`src/rtl/playback_sequencer.sv`:
```
// Walks the note RAM from index 0 up to the valid-note bound. Each note is held
// for NOTE_TICKS cycles, then followed by GAP_TICKS cycles of silence.
module playback_sequencer #(
   parameter int NOTE_W     = 6,
   parameter int ADDR_W     = 6,
   parameter int NOTE_TICKS = 12_500_000,
   parameter int GAP_TICKS  = 1_250_000
) (
   input  logic              clk,
   input  logic              reset,
   input  logic              play,
   input  logic              pause,
   input  logic              stop,
   input  logic              loop_en,
   input  logic [ADDR_W-1:0] i_note,
   output logic [ADDR_W-1:0] rd_addr,
   input  logic [NOTE_W-1:0] rd_data,
   output logic [NOTE_W-1:0] note_code,
   output logic              note_valid,
   output logic [ADDR_W-1:0] pos,
   output logic              playing,
   output logic              paused,
   output logic              edit_lock,
   output logic              done
);

   localparam int CNT_MAX = (NOTE_TICKS > GAP_TICKS) ? NOTE_TICKS : GAP_TICKS;
   localparam int CNT_W   = (CNT_MAX > 1) ? $clog2(CNT_MAX) : 1;
   localparam logic [CNT_W-1:0]  NOTE_LAST = CNT_W'(NOTE_TICKS - 1);
   localparam logic [CNT_W-1:0]  GAP_LAST  = CNT_W'(GAP_TICKS - 1);
   localparam logic [CNT_W-1:0]  CNT_ZERO  = CNT_W'(0);
   localparam logic [CNT_W-1:0]  CNT_ONE   = CNT_W'(1);
   localparam logic [ADDR_W-1:0] ADDR_ZERO = ADDR_W'(0);
   localparam logic [ADDR_W-1:0] ADDR_ONE  = ADDR_W'(1);
   localparam logic [NOTE_W-1:0] NOTE_ZERO = NOTE_W'(0);

   typedef enum logic [2:0] {
      S_IDLE  = 3'd0,
      S_FETCH = 3'd1,
      S_WAIT  = 3'd2,
      S_HOLD  = 3'd3,
      S_GAP   = 3'd4,
      S_DONE  = 3'd5
   } state_t;

   state_t            r_state, w_state_nxt;
   logic [CNT_W-1:0]  r_cnt, w_cnt_nxt;
   logic [ADDR_W-1:0] r_idx, w_idx_nxt;
   logic [ADDR_W-1:0] r_len, w_len_nxt;
   logic [ADDR_W-1:0] r_rd_addr, w_rd_addr_nxt;
   logic [ADDR_W-1:0] r_pos, w_pos_nxt;
   logic [NOTE_W-1:0] r_note_code, w_note_code_nxt;
   logic              r_note_valid, w_note_valid_nxt;
   logic              r_playing, w_playing_nxt;
   logic              r_paused, w_paused_nxt;
   logic              r_done, w_done_nxt;

   logic w_abort, w_start, w_pause_ok, w_frozen, w_note_last, w_gap_last, w_more;

   assign w_abort     = stop && (r_state != S_IDLE);
   assign w_start     = play && !stop && (i_note != ADDR_ZERO) && (r_state == S_IDLE);
   assign w_pause_ok  = pause && ((r_state == S_HOLD) || (r_state == S_GAP));
   // Paused value after this edge; the count stands still whenever it is set.
   assign w_frozen    = r_paused ^ w_pause_ok;
   assign w_note_last = (r_cnt == NOTE_LAST);
   assign w_gap_last  = (r_cnt == GAP_LAST);
   assign w_more      = ({1'b0, r_idx} + {1'b0, ADDR_ONE}) < {1'b0, r_len};

   // State and datapath registers
   always_ff @(posedge clk) begin
      if (reset) begin
         r_state      <= S_IDLE;
         r_cnt        <= CNT_ZERO;
         r_idx        <= ADDR_ZERO;
         r_len        <= ADDR_ZERO;
         r_rd_addr    <= ADDR_ZERO;
         r_pos        <= ADDR_ZERO;
         r_note_code  <= NOTE_ZERO;
         r_note_valid <= 1'b0;
         r_playing    <= 1'b0;
         r_paused     <= 1'b0;
         r_done       <= 1'b0;
      end else begin
         r_state      <= w_state_nxt;
         r_cnt        <= w_cnt_nxt;
         r_idx        <= w_idx_nxt;
         r_len        <= w_len_nxt;
         r_rd_addr    <= w_rd_addr_nxt;
         r_pos        <= w_pos_nxt;
         r_note_code  <= w_note_code_nxt;
         r_note_valid <= w_note_valid_nxt;
         r_playing    <= w_playing_nxt;
         r_paused     <= w_paused_nxt;
         r_done       <= w_done_nxt;
      end
   end

   // Next-state selection
   always_comb begin
      w_state_nxt = r_state;
      if (w_abort) begin
         w_state_nxt = S_IDLE;
      end else begin
         case (r_state)
            S_IDLE: begin
               if (w_start) w_state_nxt = S_FETCH;
               else         w_state_nxt = S_IDLE;
            end
            S_FETCH: w_state_nxt = S_WAIT;
            S_WAIT:  w_state_nxt = S_HOLD;
            S_HOLD: begin
               if (!w_frozen && w_note_last) w_state_nxt = S_GAP;
               else                          w_state_nxt = S_HOLD;
            end
            S_GAP: begin
               if (w_frozen || !w_gap_last) w_state_nxt = S_GAP;
               else if (w_more || loop_en)  w_state_nxt = S_FETCH;
               else                         w_state_nxt = S_DONE;
            end
            S_DONE:  w_state_nxt = S_IDLE;
            default: w_state_nxt = S_IDLE;
         endcase
      end
   end

   // Next values of counters, indices and registered outputs
   always_comb begin
      w_cnt_nxt        = r_cnt;
      w_idx_nxt        = r_idx;
      w_len_nxt        = r_len;
      w_rd_addr_nxt    = r_rd_addr;
      w_pos_nxt        = r_pos;
      w_note_code_nxt  = r_note_code;
      w_note_valid_nxt = r_note_valid;
      w_paused_nxt     = r_paused;
      w_done_nxt       = 1'b0;
      w_playing_nxt    = (w_state_nxt != S_IDLE);
      if (w_abort) begin
         w_cnt_nxt        = CNT_ZERO;
         w_idx_nxt        = ADDR_ZERO;
         w_rd_addr_nxt    = ADDR_ZERO;
         w_pos_nxt        = ADDR_ZERO;
         w_note_code_nxt  = NOTE_ZERO;
         w_note_valid_nxt = 1'b0;
         w_paused_nxt     = 1'b0;
      end else begin
         case (r_state)
            S_IDLE: begin
               w_cnt_nxt        = CNT_ZERO;
               w_idx_nxt        = ADDR_ZERO;
               w_rd_addr_nxt    = ADDR_ZERO;
               w_pos_nxt        = ADDR_ZERO;
               w_note_code_nxt  = NOTE_ZERO;
               w_note_valid_nxt = 1'b0;
               w_paused_nxt     = 1'b0;
               if (w_start) w_len_nxt = i_note;
               else         w_len_nxt = r_len;
            end
            S_FETCH: begin
               w_cnt_nxt = r_cnt;
            end
            S_WAIT: begin
               w_note_code_nxt  = rd_data;
               w_note_valid_nxt = (rd_data != NOTE_ZERO);
               w_cnt_nxt        = CNT_ZERO;
            end
            S_HOLD: begin
               w_paused_nxt = w_frozen;
               if (w_frozen) begin
                  w_cnt_nxt = r_cnt;
               end else if (w_note_last) begin
                  w_note_code_nxt  = NOTE_ZERO;
                  w_note_valid_nxt = 1'b0;
                  w_cnt_nxt        = CNT_ZERO;
               end else begin
                  w_cnt_nxt = r_cnt + CNT_ONE;
               end
            end
            S_GAP: begin
               w_paused_nxt = w_frozen;
               if (w_frozen) begin
                  w_cnt_nxt = r_cnt;
               end else if (!w_gap_last) begin
                  w_cnt_nxt = r_cnt + CNT_ONE;
               end else if (w_more) begin
                  w_cnt_nxt     = CNT_ZERO;
                  w_idx_nxt     = r_idx + ADDR_ONE;
                  w_pos_nxt     = r_idx + ADDR_ONE;
                  w_rd_addr_nxt = r_idx + ADDR_ONE;
               end else if (loop_en) begin
                  // The bound is re-read on every loop restart.
                  w_cnt_nxt     = CNT_ZERO;
                  w_idx_nxt     = ADDR_ZERO;
                  w_pos_nxt     = ADDR_ZERO;
                  w_rd_addr_nxt = ADDR_ZERO;
                  w_len_nxt     = i_note;
               end else begin
                  w_cnt_nxt  = CNT_ZERO;
                  w_done_nxt = 1'b1;
               end
            end
            S_DONE: begin
               w_cnt_nxt        = CNT_ZERO;
               w_idx_nxt        = ADDR_ZERO;
               w_rd_addr_nxt    = ADDR_ZERO;
               w_pos_nxt        = ADDR_ZERO;
               w_note_code_nxt  = NOTE_ZERO;
               w_note_valid_nxt = 1'b0;
               w_paused_nxt     = 1'b0;
            end
            default: begin
               w_cnt_nxt        = CNT_ZERO;
               w_idx_nxt        = ADDR_ZERO;
               w_rd_addr_nxt    = ADDR_ZERO;
               w_pos_nxt        = ADDR_ZERO;
               w_note_code_nxt  = NOTE_ZERO;
               w_note_valid_nxt = 1'b0;
               w_paused_nxt     = 1'b0;
            end
         endcase
      end
   end

   assign rd_addr    = r_rd_addr;
   assign note_code  = r_note_code;
   assign note_valid = r_note_valid;
   assign pos        = r_pos;
   assign playing    = r_playing;
   assign paused     = r_paused;
   assign edit_lock  = r_playing;
   assign done       = r_done;

endmodule
```
`config.mk`:
```
export PLATFORM = sky130hd
export DESIGN_NAME = playback_sequencer
export DESIGN_NICKNAME = d
export VERILOG_FILES = /design/src/rtl/playback_sequencer.sv
export SDC_FILE = /design/constraint.sdc
export NUM_CORES = 1
export LEC_CHECK = 0
export ABC_AREA = 1
export ABC_CLOCK_PERIOD_IN_PS = 2410
export CAP_MARGIN = 10
export CORE_UTILIZATION = 30
export CTS_BUF_LIST = sky130_fd_sc_hd__clkbuf_2
export DETAILED_ROUTE_END_ITERATION = 16
export GPL_ROUTABILITY_DRIVEN = 0
export PLACE_DENSITY = 0.51
export SYNTH_ARGS = -nofsm -noshare
export SYNTH_HDL_FRONTEND = slang
export SYNTH_SLANG_ARGS = --single-unit
```
`constraint.sdc`:
```
create_clock -name clk -period 2.41 [get_ports clk]
set_clock_uncertainty 0.15 [all_clocks]
set_input_delay 0.241 -clock clk [delete_from_list [all_inputs] [get_ports clk]]
set_output_delay 0.241 -clock clk [all_outputs]
set_load 0.05 [all_outputs]
```
# Word level (Yosys, flattened, before mapping)
# Cells that the tools add are included.
[totals]
wordCells = 92
output_inout_bits = 23
ff_bits = 49
[classes]
n_lt_le_gt_ge = 1
n_eq_ne = 14
n_bitwise = 7
n_mux = 30
add_sub_neg = 3
n_reduce_logical = 28
[ops]
columns = ["operator", "n"]
rows = [
  ["2-to-1 mux 24 bit", 4],
  ["case mux 24 bit (3 select lines)", 1],
  ["2-to-1 mux 6 bit", 11],
  ["adder 24 x 1 -> 24 bit (second input constant)", 1],
  ["equality test 24 x 21 -> 1 bit (second input constant)", 1],
  ["equality test 24 bit (second input constant)", 1],
  ["case mux 6 bit (2 select lines)", 2],
  ["case mux 6 bit (3 select lines)", 1],
  ["case mux 3 bit (5 select lines)", 1],
  ["inequality test 2 bit (second input constant)", 7],
  ["2-to-1 mux 3 bit", 4],
  ["nonzero test 6 bit", 2],
  ["OR reduction 2 bit", 4],
  ["adder 6 x 1 -> 7 bit (second input constant)", 1],
  ["< comparator 7 x 6 -> 1 bit", 1],
  ["AND reduction 7 bit", 1],
  ["adder 6 x 1 -> 6 bit (second input constant)", 1],
  ["equality test 3 x 2 -> 1 bit (second input constant)", 2],
  ["logical AND 1 bit", 6],
  ["inverter 1 bit", 6],
  ["AND reduction 3 bit", 2],
  ["nonzero test 3 bit", 2],
  ["OR reduction 6 bit", 1],
  ["2-to-1 mux 1 bit", 4],
  ["other kinds (12)", 16],
]

# Logic depth before layout (Yosys ltp)
# Gate-level depths: netlist of the first run.
[depth]
word_depth = 10
depth_mapped = 18
mapped_depth_nobuf = 18

# Worst setup path before layout of the first run
# Ideal clock, no wire load.
[synth_path]
path_kind = "register -> register"
from = "reg pos[2] (netlist name)"
to = "reg r_len[0]"
stages_incl_launch_ff = 16
arrival_time_ps = 2433
t_required_ps = 2147
slack_ps = -285
cell_sequence = "dfxtp_1 > nand3_1 > nor2_1 > nand2_1 > xor2_1 > inv_1 > ha_1 > and3_1 > nand2_1 > nand3_1 > o21ai_1 > nor2_2 > buf_6 > nand2_1 > nand2_1 > nor2_1"
[synth_rtl]
columns = ["element", "line_no", "text"]
rows = [
  ["to (signal assigned)", "87", "r_len <= w_len_nxt;"],
  ["to (decl)", "49", "logic [ADDR_W-1:0] r_len, w_len_nxt;"],
]

==> flow_metrics.env, run 1 <==
export IMPL_power_frac_seq_pct=48.4
export IMPL_grt_pass1_wl_microns=13300
export IMPL_drt_first_iter_violations=116
export IMPL_ys_types=35
export IMPL_holdWs_ns=0.245
export IMPL_hold_class="in -> reg"
export IMPL_cts_tree="built"
export IMPL_postPlaceCellArea_sq_um=3730
export IMPL_netSwitchingFraction_pct=37.9
export IMPL_synthMuxAreaShare_pct=0
export IMPL_p_switching_uw=692
export IMPL_syn_to_final_growth_pct=20.5
export IMPL_critPathCaptureType="register"
export IMPL_p_int_uw=1130
export IMPL_power_uw=1820
export IMPL_drive_gt1_share_pct=10.3
export IMPL_path_class="reg -> reg"
export IMPL_first_global_vias=2926
export IMPL_die_h_microns=106
export IMPL_cts_buffer_depth=2
export IMPL_ys_flop_type="dfxtp_1"
export IMPL_row_count=37
export IMPL_antenna_found_initial=1
export IMPL_fill_cells=1166
export IMPL_max_clock_freq_mhz=452
export IMPL_cp_max_fo=5
export IMPL_grt_start_max_net_pins=28
export IMPL_dieArea_sq_um=11200
export IMPL_ys_async_sr_fraction_pct=0
export IMPL_totalWireLength_microns=7850
export IMPL_synth_seq_area_share_pct=30.4
export IMPL_worstHoldEndpoint="note_code[1]"
export IMPL_yosys_top_cells_count="nand2_1 (159), nor2_1 (92), inv_1 (72)"
export IMPL_min_path_cells=3
export IMPL_grt_remaining_overflow=0
export IMPL_worstMarginPinSlew_ns=0.589
export IMPL_via_per_inst=4.61
export IMPL_die_w_microns=106
export IMPL_min_period_over_period_pct=91.9
export IMPL_worst_hold_startpoint="rd_data[1]"
export IMPL_setup_viol=0
export IMPL_stdcell_count=702
export IMPL_max_slew_margin_pct=60.5
export IMPL_cts_root_buffer="clkbuf_2"
export IMPL_p_comb_share_pct=33.6
export IMPL_ys_ff_latch=49
export IMPL_drtAntennaViolNets=0
export IMPL_drt_first_pass_iters=4
export IMPL_synthSimpleGateAreaFrac_pct=47.5
export IMPL_r2r_slack_ns=0.20
export IMPL_synth_top_family_by_area="simple AND/OR/NAND/NOR gates"
export IMPL_start_util_pct=31.1
export IMPL_synth_top_area_share_pct=30.4
export IMPL_clkPwrFrac_pct=18.0
export IMPL_synth_nets=550
export IMPL_regArea_sq_um=993
export IMPL_syn_inst=525
export IMPL_hpwl_microns=5990
export IMPL_slew_viol_final=0
export IMPL_stdcell_area_sq_um=3890
export IMPL_hold_violations=0
export IMPL_worstPathArrival_ns=2.45
export IMPL_nets=590
export IMPL_finish_utilization_pct=37.5
export IMPL_drv_cap=0
export IMPL_yosysMostFrequentCell="nand2_1"
export IMPL_rr_worst_depth=15
export IMPL_vdd_ir_drop_max_uv=203
export IMPL_status="finished, final reports clean"
export IMPL_cts_sinks=49
export IMPL_synth_compound_area_share_pct=5.04
export IMPL_worstReg2RegStart="pos[1]"
export IMPL_path_clk_slew_ns=0.23
export IMPL_synthAdderAreaFrac_pct=2.72
export IMPL_placedCellCount=691
export IMPL_grt_usage_pct=14.6
export IMPL_min_period_ns=2.21
export IMPL_core_area_sq_um=10400
export IMPL_drc_errors=0
export IMPL_multi_input_area_sq_um=1930
export IMPL_cts_buffers=5
export IMPL_r2r_end="pos[2]"
export IMPL_wl_per_cell_microns=11.2
export IMPL_io_pins=41
export IMPL_htreeDepth=2
export IMPL_synthTopCellsByArea="dfxtp_1 (30%), nand2_1 (19%), nor2_1 (11%), inv_1 (8.4%), nand3_1 (6.7%)"
export IMPL_syn_area_per_cell_sq_um=6.14
export IMPL_insertion_delay_ns=0.43
export IMPL_vias=3236
export IMPL_synthXorXnorAreaFrac_pct=1.36
export IMPL_required_ns=2.64
export IMPL_synth_edf_count=0
export IMPL_power_leakage_uw=0.00159
export IMPL_power_density_nw_per_um2=469
export IMPL_yosys_warnings=0
export IMPL_cts_hold_buf=0
export IMPL_port_buffers=40
export IMPL_yosys_area_top_type="dfxtp_1"
export IMPL_startpoint_type="register"
export IMPL_synth_area_sq_um=3230
power groups by stage:
stage | clock, uW | sequential, uW | combinational, uW
5_1_grt | 382 | 891 | 675
3_3_place_gp | 0 | 896 | 577
2_1_floorplan | 0 | 970 | 358
6_report | 328 | 883 | 613
4_1_cts | 355 | 882 | 578
3_5_place_dp | 0 | 898 | 574
state kept, by name, indices dropped and copies added (netlist names):
| register | flops |
|---|---|
| done | 1 |
| edit_lock | 1 |
| r_state | 3 |
| r_cnt | 24 |
| pos | 6 |
| r_len | 6 |
| note_code | 6 |
| paused | 1 |
| note_valid | 1 |
routing by layer:
metal  up-vias  GRT usage [%]  part of all wire (%)
met1      1475           18.7                    49
met3        10           2.35                   2.5
met2        44           24.7                    47
met4         0           4.96                   1.6
li1       1707              -                     -
met5         -              0                     0
how the worst max path moves through the flow:
stage	start	slack, ns	depth (start not counted)	endpoint
after CTS	pos[0]	0.02	17	pos[3]
final	pos[1]	0.20	15	pos[2]
after detailed placement	pos[0]	0.004	17	r_len[0]
after global routing	pos[0]	-0.04	15	pos[2]
after global placement	pos[0]	0.07	14	r_len[0]
after floorplan	pos[4]	0.006	15	r_len[0]
worst max-delay path: stages (launching register included):
cell and delay (ns):
dfxtp_4 0.44, nand3_4 0.08, nor2_2 0.10, nand2_1 0.06, xor2_1 0.16, inv_1 0.06, ha_1 0.29, and3_1 0.16
nand2_1 0.11, nand3_2 0.11, buf_6 0.15, inv_1 0.04, nand2_1 0.05, nand3_1 0.08, nand2_1 0.05, nor2_1 0.08
layout by cell type, fill, tap and decap left out, types with 5 or more instances in the layout:
cell type,n
a21oi_1,19
buf_4,7
clkbuf_2,6
clkdlybuf4s50_1,40
dfxtp_1,45
ha_1,5
inv_1,72
nand2_1,156
nand2_2,7
nand3_1,40
nand3_2,5
nand4_1,17
nor2_1,90
nor3_1,5
xor2_1,5
cells by family (layout without fill, tap and decap cells):
group / after synthesis / after routing
AND/OR/NAND/NOR: 342 / 343
buffers and inverters: 93 / 132
flip-flops: 49 / 49
AO/OA/AOI/OAI: 29 / 29
adder cells (fa/ha/maj): 7 / 7
XOR/XNOR: 5 / 5
other: 0 / 1
repair_timing:
item | 4_1_cts | 5_1_grt
resized for setup | 1 | 18
cloned | 0 | 1
buffers inserted | 0 | 2
pin swaps | 0 | 6
setup endpoints to repair | 1 | 28
area by class of cell:
cell class | instances | share of cell area [%]
diodes | 1 | 0.0644
clock buffers | 6 | 0.773
clock inverters | 1 | 0.0966
inverters | 77 | 7.63
multi-input cells | 384 | 49.5
flip-flops and latches | 49 | 25.6
well taps | 136 | 4.38
repair buffers | 48 | 11.9
metrics by stage:
stage                     setup slack [ns]  TNS [ns]
after global placement              0.0726         0
after global routing               -0.0419    -0.216
after floorplan                    0.00647         0
after CTS                           0.0217         0
after detailed placement           0.00370         0
final                                0.196         0
No activity file was read; power rests on OpenSTA's default activity.
==> run 2, diff against run 1 <==
--- a/config.mk
+++ b/config.mk
@@ -13,6 +13,7 @@
 export DETAILED_ROUTE_END_ITERATION = 16
 export GPL_ROUTABILITY_DRIVEN = 0
 export PLACE_DENSITY = 0.51
+export SKIP_CTS_REPAIR_TIMING = 1
 export SYNTH_ARGS = -nofsm -noshare
 export SYNTH_HDL_FRONTEND = slang
 export SYNTH_SLANG_ARGS = --single-unit
==> run 2 against run 1 <==
  * Wire length decreased by 0.11%
  * Register-to-register slack about the same
  * Via count about the same
  * Final cell count unchanged
==> flow_metrics.env, run 2 (same netlist as run 1, synthesis figures left out) <==
export IMPL_status="finished, final reports clean"
export IMPL_hpwl_microns=5990
export IMPL_r2r_slack_ns=0.20
export IMPL_cts_sinks=49
export IMPL_min_period_over_period_pct=91.9
export IMPL_antenna_found_initial=1
export IMPL_path_buf_inv=3
export IMPL_required_ns=2.64
export IMPL_drt_first_iter_violations=118
export IMPL_cts_buffers=5
export IMPL_max_stage_delay_ns=0.44
export IMPL_via_per_inst=4.61
export IMPL_hold_class="in -> reg"
export IMPL_tns_ns=0
export IMPL_worstPathArrival_ns=2.44
export IMPL_drc_errors=0
export IMPL_vdd_ir_drop_max_uv=203
export IMPL_max_slew_margin_pct=60.6
export IMPL_setup_viol=0
export IMPL_row_count=37
export IMPL_cp_max_fo=5
export IMPL_path_class="reg -> reg"
export IMPL_cts_buffer_depth=2
export IMPL_min_period_ns=2.21
export IMPL_worst_hold_startpoint="i_note[1]"
export IMPL_core_area_sq_um=10400
export IMPL_grt_remaining_overflow=0
export IMPL_worst_path_most_repeated_cell="nand2_1"
export IMPL_crit_chain="nand3_4 -> nor2_2 -> nand2_1 -> xor2_1 -> inv_1 -> ha_1 -> and3_1 -> nand2_1 -> nand3_2 -> buf_6 -> inv_1 -> nand2_1 -> nand3_1 -> nand2_1 -> nor2_1"
export IMPL_fill_cells=1164
export IMPL_final_common_cell="nand2_1"
export IMPL_worstHoldEndpoint="r_len[1]"
export IMPL_port_buffers=40
export IMPL_totalWireLength_microns=7840
export IMPL_cts_tree="built"
export IMPL_vias=3235
export IMPL_cts_root_buffer="clkbuf_2"
export IMPL_critPathCaptureType="register"
export IMPL_rr_worst_depth=15
export IMPL_top_register="r_cnt"
export IMPL_grt_usage_pct=14.6
export IMPL_syn_to_final_growth_pct=20.6
export IMPL_insertion_delay_ns=0.43
export IMPL_io_pins=41
export IMPL_first_global_vias=2926
export IMPL_layout_common_cells="nand2_1 (156), nor2_1 (90), inv_1 (72)"
export IMPL_wl_per_cell_microns=11.2
export IMPL_grt_pass1_wl_microns=13300
export IMPL_die_h_microns=106
export IMPL_postPlaceCellArea_sq_um=3730
export IMPL_drive_gt1_share_pct=10.3
export IMPL_startpoint_type="register"
export IMPL_worstReg2RegStart="pos[1]"
export IMPL_hold_violations=0
export IMPL_power_leakage_uw=0.00159
export IMPL_grt_start_max_net_pins=28
export IMPL_largest_reg_flops=24
export IMPL_slew_viol_final=0
export IMPL_htreeDepth=2
export IMPL_drtAntennaViolNets=0
export IMPL_path_clk_slew_ns=0.25
export IMPL_nets=590
export IMPL_die_w_microns=106
export IMPL_dieArea_sq_um=11200
export IMPL_crit_slowest_cell="dfxtp_4"
export IMPL_drt_first_pass_iters=4
export IMPL_r2r_end="pos[2]"
export IMPL_stdcell_area_sq_um=3890
export IMPL_drv_cap=0
export IMPL_min_path_cells=5
export IMPL_worstMarginPinSlew_ns=0.588
export IMPL_crit_family="simple AND/OR/NAND/NOR gates"
export IMPL_start_util_pct=31.1
export IMPL_max_clock_freq_mhz=452
export IMPL_power_density_nw_per_um2=469
## run 2: cell types whose count changed in the layout (fill, tap and decap cells not counted)
cell / change
nor2_2: -1
nor2_4: +1
## run 2: cell type report
type	count	area, sq um	share of cell area, %
well taps	136	170	4.37
flip-flops and latches	49	993	25.5
inverters	77	297	7.62
multi-input cells	384	1930	49.6
diodes	1	2.50	0.0643
repair buffers	48	464	11.9
clock inverters	1	3.75	0.0965
clock buffers	6	30.0	0.772
## run 2: through the flow
stage | cells | utilization, % | hold WS (ns) | setup slack [ns] | power, uW
3_5_place_dp | 691 | 36.0 | 0.308 | 0.00370 | 1470
2_1_floorplan | 525 | - | 0.239 | 0.00647 | 1330
6_report | 702 | 37.5 | 0.245 | 0.196 | 1830
4_1_cts | 698 | 36.3 | 0.202 | -0.0155 | 1810
3_3_place_gp | 691 | 36.0 | 0.300 | 0.0726 | 1470
5_1_grt | 702 | 37.5 | 0.197 | -0.0419 | 1950
## run 2: power by group
group | switching [uW] | internal, uW
combinational | 399 | 216
sequential | 32.8 | 850
clock | 260 | 67.6
total | 691 | 1130
## run 2: how the worst max path moves through the flow
stage                     startpoint       end  slack [ns]  cells after the start
after floorplan               pos[4]  r_len[0]       0.006                     15
after global placement        pos[0]  r_len[0]        0.07                     14
final                         pos[1]    pos[2]        0.20                     15
after global routing          pos[0]    pos[2]       -0.04                     15
after detailed placement      pos[0]  r_len[0]       0.004                     17
after CTS                     pos[0]  r_len[0]       -0.02                     14
## run 2: tightest hold or removal path, stage by stage
cell and delay, ns:
clkdlybuf4s50_1 0.40, inv_1 0.07, nand2_1 0.05, nand2_1 0.05, nor2_1 0.03
## run 2: layer usage
| layer | up-vias | GRT usage [%] | routed length [microns] |
|---|---|---|---|
| li1 | 1708 | - | - |
| met1 | 1471 | 18.7 | 3830 |
| met2 | 46 | 24.7 | 3690 |
| met3 | 10 | 2.35 | 198 |
| met4 | 0 | 4.96 | 122 |
| met5 | - | 0 | 0 |
==> run 3, diff against run 2 <==
--- a/config.mk
+++ b/config.mk
@@ -7,12 +7,13 @@
 export LEC_CHECK = 0
 export ABC_AREA = 1
 export ABC_CLOCK_PERIOD_IN_PS = 2410
-export CAP_MARGIN = 10
+export CAP_MARGIN = 20
 export CORE_UTILIZATION = 30
 export CTS_BUF_LIST = sky130_fd_sc_hd__clkbuf_2
 export DETAILED_ROUTE_END_ITERATION = 16
 export GPL_ROUTABILITY_DRIVEN = 0
 export PLACE_DENSITY = 0.51
+export SETUP_SLACK_MARGIN = 0.4
 export SKIP_CTS_REPAIR_TIMING = 1
 export SYNTH_ARGS = -nofsm -noshare
 export SYNTH_HDL_FRONTEND = slang
==> run 3 against run 2 <==
  * Largest cell class unchanged
  * Clock-buffer cell count stayed put
  * Via count is 0.43% higher
  * Critical path type unchanged
  * Critical endpoint is now pos[4]
  * Core utilization is 3.0 points higher
  * Critical path depth stayed put
  * Register-to-register slack worse by 0.05 ns
  * Non-clock buffer count is 7 higher
  * Design area is 7.9% higher
  * Final cell count is 1.0% higher
  * Highest routed layer unchanged
  * First-iteration DRC count is 1.7% higher
  * Die area stayed put
==> flow_metrics.env, run 3 (same netlist as run 1, synthesis figures left out) <==
export IMPL_worstPathArrival_ns=2.55
export IMPL_max_clock_freq_mhz=441
export IMPL_grt_start_max_net_pins=28
export IMPL_vias=3249
export IMPL_max_slew_margin_pct=62.0
export IMPL_drtAntennaViolNets=0
export IMPL_clkPwrFrac_pct=18.2
export IMPL_path_clk_slew_ns=0.28
export IMPL_io_pins=41
export IMPL_grt_remaining_overflow=0
export IMPL_power_leakage_uw=0.00204
export IMPL_rsz0062_at_grt="yes"
export IMPL_p_switching_uw=759
export IMPL_top_register="r_cnt"
export IMPL_globalRouteMet3Util_pct=2.23
export IMPL_antenna_found_initial=0
export IMPL_netSwitchingFraction_pct=39.2
export IMPL_status="finished, final reports clean"
export IMPL_busiest_layer="met2"
export IMPL_cts_buffers=5
export IMPL_cts_tree="built"
export IMPL_place_ws_ns=0.0193
export IMPL_stdcell_area_sq_um=4200
export IMPL_row_count=37
export IMPL_vdd_ir_drop_max_uv=192
export IMPL_cts_buffer_depth=2
export IMPL_startpoint_type="register"
export IMPL_port_buffers=40
export IMPL_slew_viol_final=0
export IMPL_start_util_pct=31.1
export IMPL_drive_gt1_share_pct=18.7
export IMPL_drt_first_iter_violations=120
export IMPL_worstReg2RegStart="pos[1]"
export IMPL_cts_root_buffer="clkbuf_2"
export IMPL_nets=597
export IMPL_postPlaceCellArea_sq_um=3740
export IMPL_wl_per_cell_microns=12.1
export IMPL_hold_class="in -> reg"
export IMPL_dieArea_sq_um=11200
export IMPL_grt_pass1_wl_microns=13900
export IMPL_syn_to_final_growth_pct=30.2
export IMPL_critPathCaptureType="register"
export IMPL_p_comb_share_pct=35.8
export IMPL_totalWireLength_microns=8540
export IMPL_min_period_over_period_pct=94.0
export IMPL_drt_first_pass_iters=4
export IMPL_min_path_cells=3
export IMPL_worst_hold_startpoint="rd_data[0]"
export IMPL_hpwl_microns=6330
export IMPL_insertion_delay_ns=0.46
export IMPL_rr_worst_depth=15
export IMPL_path_class="reg -> reg"
export IMPL_power_frac_seq_pct=46.0
export IMPL_power_density_nw_per_um2=461
export IMPL_r2r_slack_ns=0.14
export IMPL_drv_cap=0
export IMPL_die_w_microns=106
export IMPL_diodes=0
export IMPL_worstMarginPinSlew_ns=0.568
export IMPL_grt_usage_pct=15.2
export IMPL_worst_slack_ns=0.143
export IMPL_grtUsageMet1_pct=18.6
export IMPL_min_period_ns=2.27
export IMPL_worstHoldEndpoint="note_code[0]"
export IMPL_setup_viol=0
export IMPL_stdcell_count=709
export IMPL_placedCellCount=688
export IMPL_hold_violations=0
export IMPL_final_common_cell="nand2_1"
export IMPL_core_area_sq_um=10400
export IMPL_layout_common_cells="nand2_1 (149), nor2_1 (80), inv_1 (70)"
export IMPL_p_int_uw=1180
export IMPL_drc_errors=0
export IMPL_via_per_inst=4.58
export IMPL_first_global_vias=3050
export IMPL_htreeDepth=2
export IMPL_tns_ns=0
export IMPL_required_ns=2.70
export IMPL_cts_sinks=49
export IMPL_use_met2_pct=27.4
export IMPL_die_h_microns=106
export IMPL_cp_max_fo=4
export IMPL_r2r_end="pos[4]"
export IMPL_largest_reg_flops=24
## run 3: per-layer routing
metal  wire (microns)  vias up
met4              113        0
li1                 -     1726
met3              247       10
met1             3990     1471
met2             4200       42
met5                0        -
## run 3: area by class of cell
| class | count | area (sq um) |
|---|---|---|
| fillers | 1131 | 6170 |
| multi-input cells | 384 | 2100 |
| flip-flops and latches | 49 | 1010 |
| repair buffers | 55 | 571 |
| inverters | 77 | 302 |
| well taps | 136 | 170 |
| clock buffers | 6 | 30.0 |
| clock inverters | 2 | 11.3 |
## run 3: power by group through the flow
stage	combinational, uW	sequential, uW	clock, uW
6_report	693	891	352
5_1_grt	762	899	399
3_3_place_gp	575	905	0
3_5_place_dp	579	908	0
4_1_cts	581	893	367
2_1_floorplan	366	973	0
## run 3: metrics by stage
| stage | hold slack (ns) | util [%] | total power [uW] |
|---|---|---|---|
| detailed placement | 0.304 | 36.1 | 1490 |
| floorplan | 0.239 | - | 1340 |
| CTS | 0.185 | 36.5 | 1840 |
| global route | 0.176 | 40.5 | 2060 |
| global placement | 0.299 | 36.1 | 1480 |
| finish | 0.176 | 40.5 | 1940 |
## run 3: critical path: stages, from the launching register on
cell and delay, ns:
dfxtp_4 0.46, ha_4 0.15, nand4_1 0.10, nand2_1 0.13, inv_2 0.05, ha_4 0.21
nand2_2 0.05, nand2_1 0.05, nand2_1 0.08, nand2_2 0.07, nor2_4 0.16, nand3_4 0.10
buf_4 0.18, nor2_1 0.14, nor2_1 0.09, nor2_2 0.07
## run 3: worst max path at each step
stage,from,end,slack [ns],cells past startpoint
4_1_cts,pos[2],r_len[1],-0.05,14
6_report,pos[1],pos[4],0.14,15
2_1_floorplan,pos[1],r_len[0],0.19,15
3_5_place_dp,pos[0],r_len[1],0.02,14
3_3_place_gp,pos[2],r_len[2],0.08,14
5_1_grt,pos[0],pos[4],-0.008,15
